File: src/rtl/adder_share_sched.sv
// Round-robin scheduler sharing one external pipelined 4-operand adder between NUM_REQ requesters.
// Results are tagged with the requester ID and queued in a credit-protected show-ahead response FIFO.
module adder_share_sched #(
    parameter int WIDTH     = 8,
    parameter int NUM_REQ   = 4,
    parameter int ID_W      = 2,
    parameter int ADD_LAT   = 2,
    parameter int RSP_DEPTH = 4
) (
    input  logic                         clk,
    input  logic                         rstn,
    input  logic                         en,
    input  logic [NUM_REQ-1:0]           req_valid,
    output logic [NUM_REQ-1:0]           req_ready,
    input  logic [NUM_REQ*4*WIDTH-1:0]   req_data,
    output logic [WIDTH-1:0]             add_d0,
    output logic [WIDTH-1:0]             add_d1,
    output logic [WIDTH-1:0]             add_d2,
    output logic [WIDTH-1:0]             add_d3,
    input  logic [WIDTH-1:0]             add_q,
    output logic                         rsp_valid,
    input  logic                         rsp_ready,
    output logic [ID_W-1:0]              rsp_id,
    output logic [WIDTH-1:0]             rsp_data,
    output logic                         busy
);

    localparam int OPS_W = 4 * WIDTH;
    localparam int AW    = $clog2(RSP_DEPTH);
    localparam int CW    = $clog2(RSP_DEPTH + ADD_LAT + 1);
    localparam int EW    = ID_W + WIDTH;

    logic [ID_W-1:0]  rr_ptr;
    logic             run_q;
    logic [ADD_LAT-1:0] tag_v;
    logic [ID_W-1:0]  tag_id [ADD_LAT];

    logic [EW-1:0]    fifo_mem [RSP_DEPTH];
    logic [AW-1:0]    wr_ptr;
    logic [AW-1:0]    rd_ptr;
    logic [AW:0]      occ;
    logic [EW-1:0]    last_q;
    logic [EW-1:0]    head;

    logic [CW-1:0]    inflight;
    logic             credit_ok;
    logic             grant_ok;
    logic             win_found;
    logic [ID_W-1:0]  win_id;
    logic [ID_W-1:0]  cand;
    logic             xfer;
    logic [OPS_W-1:0] win_ops;
    logic             wr_en;
    logic             rd_en;

    // NOTE: every variable assigned in always_comb gets a default first, so no path can infer a latch.
    always_comb begin
        inflight = '0;
        for (int k = 0; k < ADD_LAT; k++) begin
            inflight = inflight + CW'(tag_v[k]);
        end
    end

    // A pop in the current cycle is deliberately not counted as free space.
    assign credit_ok = (CW'(occ) + inflight) < CW'(RSP_DEPTH);
    // run_q keeps grants off while rstn is low without using rstn as a data signal.
    assign grant_ok  = run_q & en & credit_ok;

    always_comb begin
        win_found = 1'b0;
        win_id    = '0;
        cand      = '0;
        for (int i = 1; i <= NUM_REQ; i++) begin
            cand = ID_W'((int'(rr_ptr) + i) % NUM_REQ);
            if (!win_found && req_valid[cand]) begin
                win_found = 1'b1;
                win_id    = cand;
            end
        end
    end

    assign xfer      = grant_ok & win_found;
    assign req_ready = xfer ? (NUM_REQ'(1) << win_id) : '0;
    assign win_ops   = OPS_W'(req_data >> (int'(win_id) * OPS_W));

    // Idle cycles feed zeros so the adder output stays deterministic.
    assign {add_d3, add_d2, add_d1, add_d0} = xfer ? win_ops : '0;

    // NOTE: sequential state uses non-blocking assignments so every register samples pre-edge values.
    always_ff @(posedge clk or negedge rstn) begin
        if (!rstn) begin
            rr_ptr <= ID_W'(NUM_REQ - 1);
            run_q  <= 1'b0;
        end else begin
            run_q <= 1'b1;
            if (xfer) begin
                rr_ptr <= win_id;
            end
        end
    end

    always_ff @(posedge clk or negedge rstn) begin
        if (!rstn) begin
            tag_v <= '0;
            for (int k = 0; k < ADD_LAT; k++) begin
                tag_id[k] <= '0;
            end
        end else begin
            tag_v[0]  <= xfer;
            tag_id[0] <= win_id;
            for (int k = 1; k < ADD_LAT; k++) begin
                tag_v[k]  <= tag_v[k-1];
                tag_id[k] <= tag_id[k-1];
            end
        end
    end

    assign wr_en = tag_v[ADD_LAT-1];
    assign rd_en = (occ != '0) & rsp_ready;

    // NOTE: the FIFO storage is not reset; occ gates every read, so stale contents are never visible.
    always_ff @(posedge clk) begin
        if (wr_en) begin
            fifo_mem[wr_ptr] <= {tag_id[ADD_LAT-1], add_q};
        end
    end

    always_ff @(posedge clk or negedge rstn) begin
        if (!rstn) begin
            wr_ptr <= '0;
            rd_ptr <= '0;
            occ    <= '0;
            last_q <= '0;
        end else begin
            if (wr_en) begin
                wr_ptr <= wr_ptr + 1'b1;
            end
            if (rd_en) begin
                rd_ptr <= rd_ptr + 1'b1;
                last_q <= fifo_mem[rd_ptr];
            end
            case ({wr_en, rd_en})
                2'b10:   occ <= occ + 1'b1;
                2'b01:   occ <= occ - 1'b1;
                default: occ <= occ;
            endcase
        end
    end

    // When empty the outputs hold the most recently popped entry.
    assign head               = (occ != '0) ? fifo_mem[rd_ptr] : last_q;
    assign {rsp_id, rsp_data} = head;
    assign rsp_valid          = (occ != '0);
    assign busy               = (inflight != '0) | (occ != '0);

endmodule

File: config.mk
export PLATFORM = sky130hd
export DESIGN_NAME = adder_share_sched
export DESIGN_NICKNAME = d
export VERILOG_FILES = /design/src/rtl/adder_share_sched.sv
export SDC_FILE = /design/constraint.sdc
export NUM_CORES = 1
export LEC_CHECK = 0
export BUFFER_PORTS_ARGS = -buffer_cell sky130_fd_sc_hd__clkbuf_2
export CORE_MARGIN = 8
export CORE_UTILIZATION = 47
export CTS_CLUSTER_SIZE = 10
export DETAILED_ROUTE_END_ITERATION = 16
export PLACE_DENSITY = 0.82
export SETUP_SLACK_MARGIN = 0.2
export SYNTH_ARGS = -nofsm -noshare
export SYNTH_HDL_FRONTEND = slang
export SYNTH_SLANG_ARGS = --single-unit
File: constraint.sdc
create_clock -name clk -period 2.8 [get_ports clk]
set_input_delay 0.56 -clock clk [delete_from_list [all_inputs] [get_ports clk]]
set_output_delay 0.56 -clock clk [all_outputs]
set_load 0.01 [all_outputs]
==> run_results.csv <==
group,metric,value,unit
outcome,outcome,"finished, violations left",
outcome,violations,"negative setup slack",
timing,fmax,334,MHz
power,powerDensity,837,mW/mm2
finish,synthToLayoutAreaGrowth,48.5,%
routing,drtIter0Drc,122,
power,p_int,0.00315,W
die,core-area,0.00813,mm2
timing,layout_min_cycle_time,2.99,ns
setup_path,end_kind,"output port",
synthesis,synth_edf_count,40,
die,io_pins,192,
finish,multi_input_area,0.00206,mm2
power,ir_drop,427,uV
routing,first_pass_iters,4,
run,cap_violations,0,
placed_design,gp_congestion,0.867,
timing,finalHoldViolations,0,
synthesis,synth_top_family_by_area,"multiplexers",
clock_network,clock-root-buffer,"clkbuf_8",
finish,stdcell_area,0.00581,mm2
finish,final_cell_mix,"clkbuf_2 (156), mux2i_1 (64), edfxtp_1 (40), o22ai_2 (24), dfrtp_1 (24)",
routing,drc,0,
timing,holdWs,0.248,ns
routing,wl_per_cell,20.5,um
timing,slew_headroom,54.4,%
die,rows,33,
routing,drt-total-wl,12400,um
power,switching_power,0.00171,W
die,dieArea,0.0115,mm2
clock_network,path_clk_slew,0.07,ns
setup_path,crit_type,"reg -> out",
synthesis,synth-xor-area-share,1.57,%
global_route,grt_pass1_wl,18300,um
global_route,antenna_found_initial,0,
timing,tightest_slew,0.683,ns
synthesis,synthCells,282,
routing,viasPerCell,5.38,
synthesis,synth.avg_cell_area,13.9,um2
synthesis,synthAdderAreaFrac,3.07,%
finish,register_area,0.00185,mm2
finish,layout-drive-gt1-share,62.2,%
finish,finish.utilization,71.4,%
clock_network,ctsHoldBuffers,0,
placed_design,portBuffers,191,
timing,slew_violations,0,
timing,worst_slack,-0.192,ns
timing,setup_tns,-4.71,ns
die,start_util,48.1,%
die,dieHeight,107,um
global_route,grt_pass1_vias,3572,
die,die_w,107,um
setup_path,required,2.24,ns
power,swShare,35.2,%
finish,fillers,535,
routing,via_count,3252,
timing,finClkSkew,0.00808,ns
power,seqPwrFrac,30.0,%
clock_network,clkSinkCount,66,
finish,stdcell_count,605,
power,pwr-share-clk,17.8,%
synthesis,synthMuxAreaShare,27.3,%
clock_network,cts_tree,"done",
clock_network,cts.htree.levels,3,
setup_path,crit_fanout,5,
routing,ant_nets,0,
global_route,grt.total_usage,20.8,%
global_route,grt_max_degree,27,
clock_network,cts_made_buffers,9,
timing,timing.final.crit_share,107,%
synthesis,syn_nets,435,
synthesis,synth_compound_area_share,11.4,%
synthesis,yosys_warnings,0,
global_route,grt-ovfl-total,0,
placed_design,placed_cell_area,0.00504,mm2
timing,rsz0062_at_grt,"true",
synthesis,ys_ff_latch,66,
setup_path,cp.arrival,2.43,ns
placed_design,dp_hpwl,9230,um
synthesis,async_flop_share,39.4,%
synthesis,yosys.area_share.simple,4.58,%
finish,layout.nets,648,
synthesis,syn_area,0.00391,mm2
synthesis,synth.distinct_cells,35,
clock_network,clock_path_buffers,2,
timing,setup_viol,35,
finish,layout_commonest_cell,"clkbuf_2",
placed_design,numPlacedInstances,571,
finish,antenna_cells,0,
clock_network,insertion_delay,0.34,ns
synthesis,yosysSeqAreaShare,47.4,%
setup_path,startpoint_type,"flop",
power,pwr-share-comb,52.2,%
power,leakage,2.75,nW
synthesis,synth_ff_type,"edfxtp_1",
min_path,hold_class,"in -> async",
[layout make-up]
| class | instances | area share, % |
|---|---|---|
| Inverter | 11 | 0.711 |
| Multi-Input combinational cell | 186 | 35.5 |
| Clock buffer | 11 | 2.44 |
| Timing Repair Buffer | 221 | 25.8 |
| Tap cell | 105 | 2.26 |
| Clock inverter | 5 | 1.34 |
| Sequential cell | 66 | 31.9 |
[metrics by stage]
stage               power, W  setup WS (ns)
floorplan            0.00293          0.280
global placement     0.00353         0.0648
detailed placement   0.00363         0.0704
CTS                  0.00475         -0.167
global route         0.00512         -0.307
finish               0.00486         -0.192
[registers in the layout (all words and copies together) (netlist names), 2 cells and up]
name      cells
last_q       10
wr_ptr        2
rr_ptr        2
rd_ptr        2
fifo_mem     40
occ           3
tag_id        4
tag_v         2
[layer usage]
metal  share of wire, %  track usage [%]
met1                 38             23.4
met2                 53             35.6
met3                6.4             5.94
met4                2.6             9.65
met5                  0                0
[power by group through the flow]
| stage | combinational (W) | clock [W] | sequential [W] |
|---|---|---|---|
| 3_3_place_gp | 0.00209 | 0 | 0.00144 |
| 4_1_cts | 0.00242 | 0.000877 | 0.00146 |
| 3_5_place_dp | 0.00215 | 0 | 0.00147 |
| 5_1_grt | 0.00272 | 0.000918 | 0.00148 |
| 6_report | 0.00253 | 0.000865 | 0.00146 |
| 2_1_floorplan | 0.00153 | 0 | 0.00140 |
[timing repair]
item,CTS,global route
resized for setup,27,59
buffers inserted,9,2
endpoints found under the setup margin,36,36
cloned,5,2
pin swaps,1,12
[cells in the mapped netlist, types with 2 or more instances]
cell type / instances / area [um2]
xnor2_1: 4 / 35.0
dfstp_2: 2 / 52.6
ha_1: 8 / 100
buf_4: 8 / 60.1
buf_6: 4 / 45.0
dfrtp_1: 24 / 601
and2_1: 4 / 25.0
buf_2: 6 / 30.0
mux2i_1: 65 / 651
xor2_1: 3 / 26.3
mux4_2: 10 / 225
a21oi_1: 3 / 15.0
inv_1: 11 / 41.3
edfxtp_1: 40 / 1200
mux2_2: 17 / 191
nor2_1: 4 / 15.0
nand2_1: 18 / 67.6
o21ai_0: 4 / 20.0
o22ai_2: 29 / 363
o22ai_1: 3 / 18.8
[worst max-delay path, cell delays in order (launching register included)]
cell	delay, ns
dfrtp_1	0.40
ha_2	0.21
ha_4	0.27
a31oi_4	0.09
xnor2_2	0.17
nor3_4	0.18
buf_6	0.15
nand2_8	0.08
buf_6	0.15
buf_16	0.13
o22ai_2	0.10
clkbuf_8	0.17
[final timing paths]
path / from / endpoint / slack, ns / cells past startpoint
worst max-delay path: tag_v[0]$_DFF_PN0_ / add_d2[7] / -0.19 / 11
worst min-delay path: rstn / last_q[7]$_DFFE_PN0N_ / 0.25 / 1
worst max register to register: occ[1]$_DFFE_PN0P_ / occ[2]$_DFFE_PN0P_ / 0.68 / 10
worst min register to register: tag_id[2]$_DFF_PN0_ / tag_id[0]$_DFF_PN0_ / 0.35 / 0
max in group asynchronous: rstn / run_q$_DFF_PN0_ / 2.10 / 1
min in group clk: tag_id[2]$_DFF_PN0_ / tag_id[0]$_DFF_PN0_ / 0.35 / 0
[logic make-up after synthesis]
group           Yosys count
buf+inv                  30
other cells               1
mux                      92
compound gates           42
simple gates             35
xor+xnor                  7
fa+ha+maj                 9
flops                    66
(Power assumes the default switching activity.)
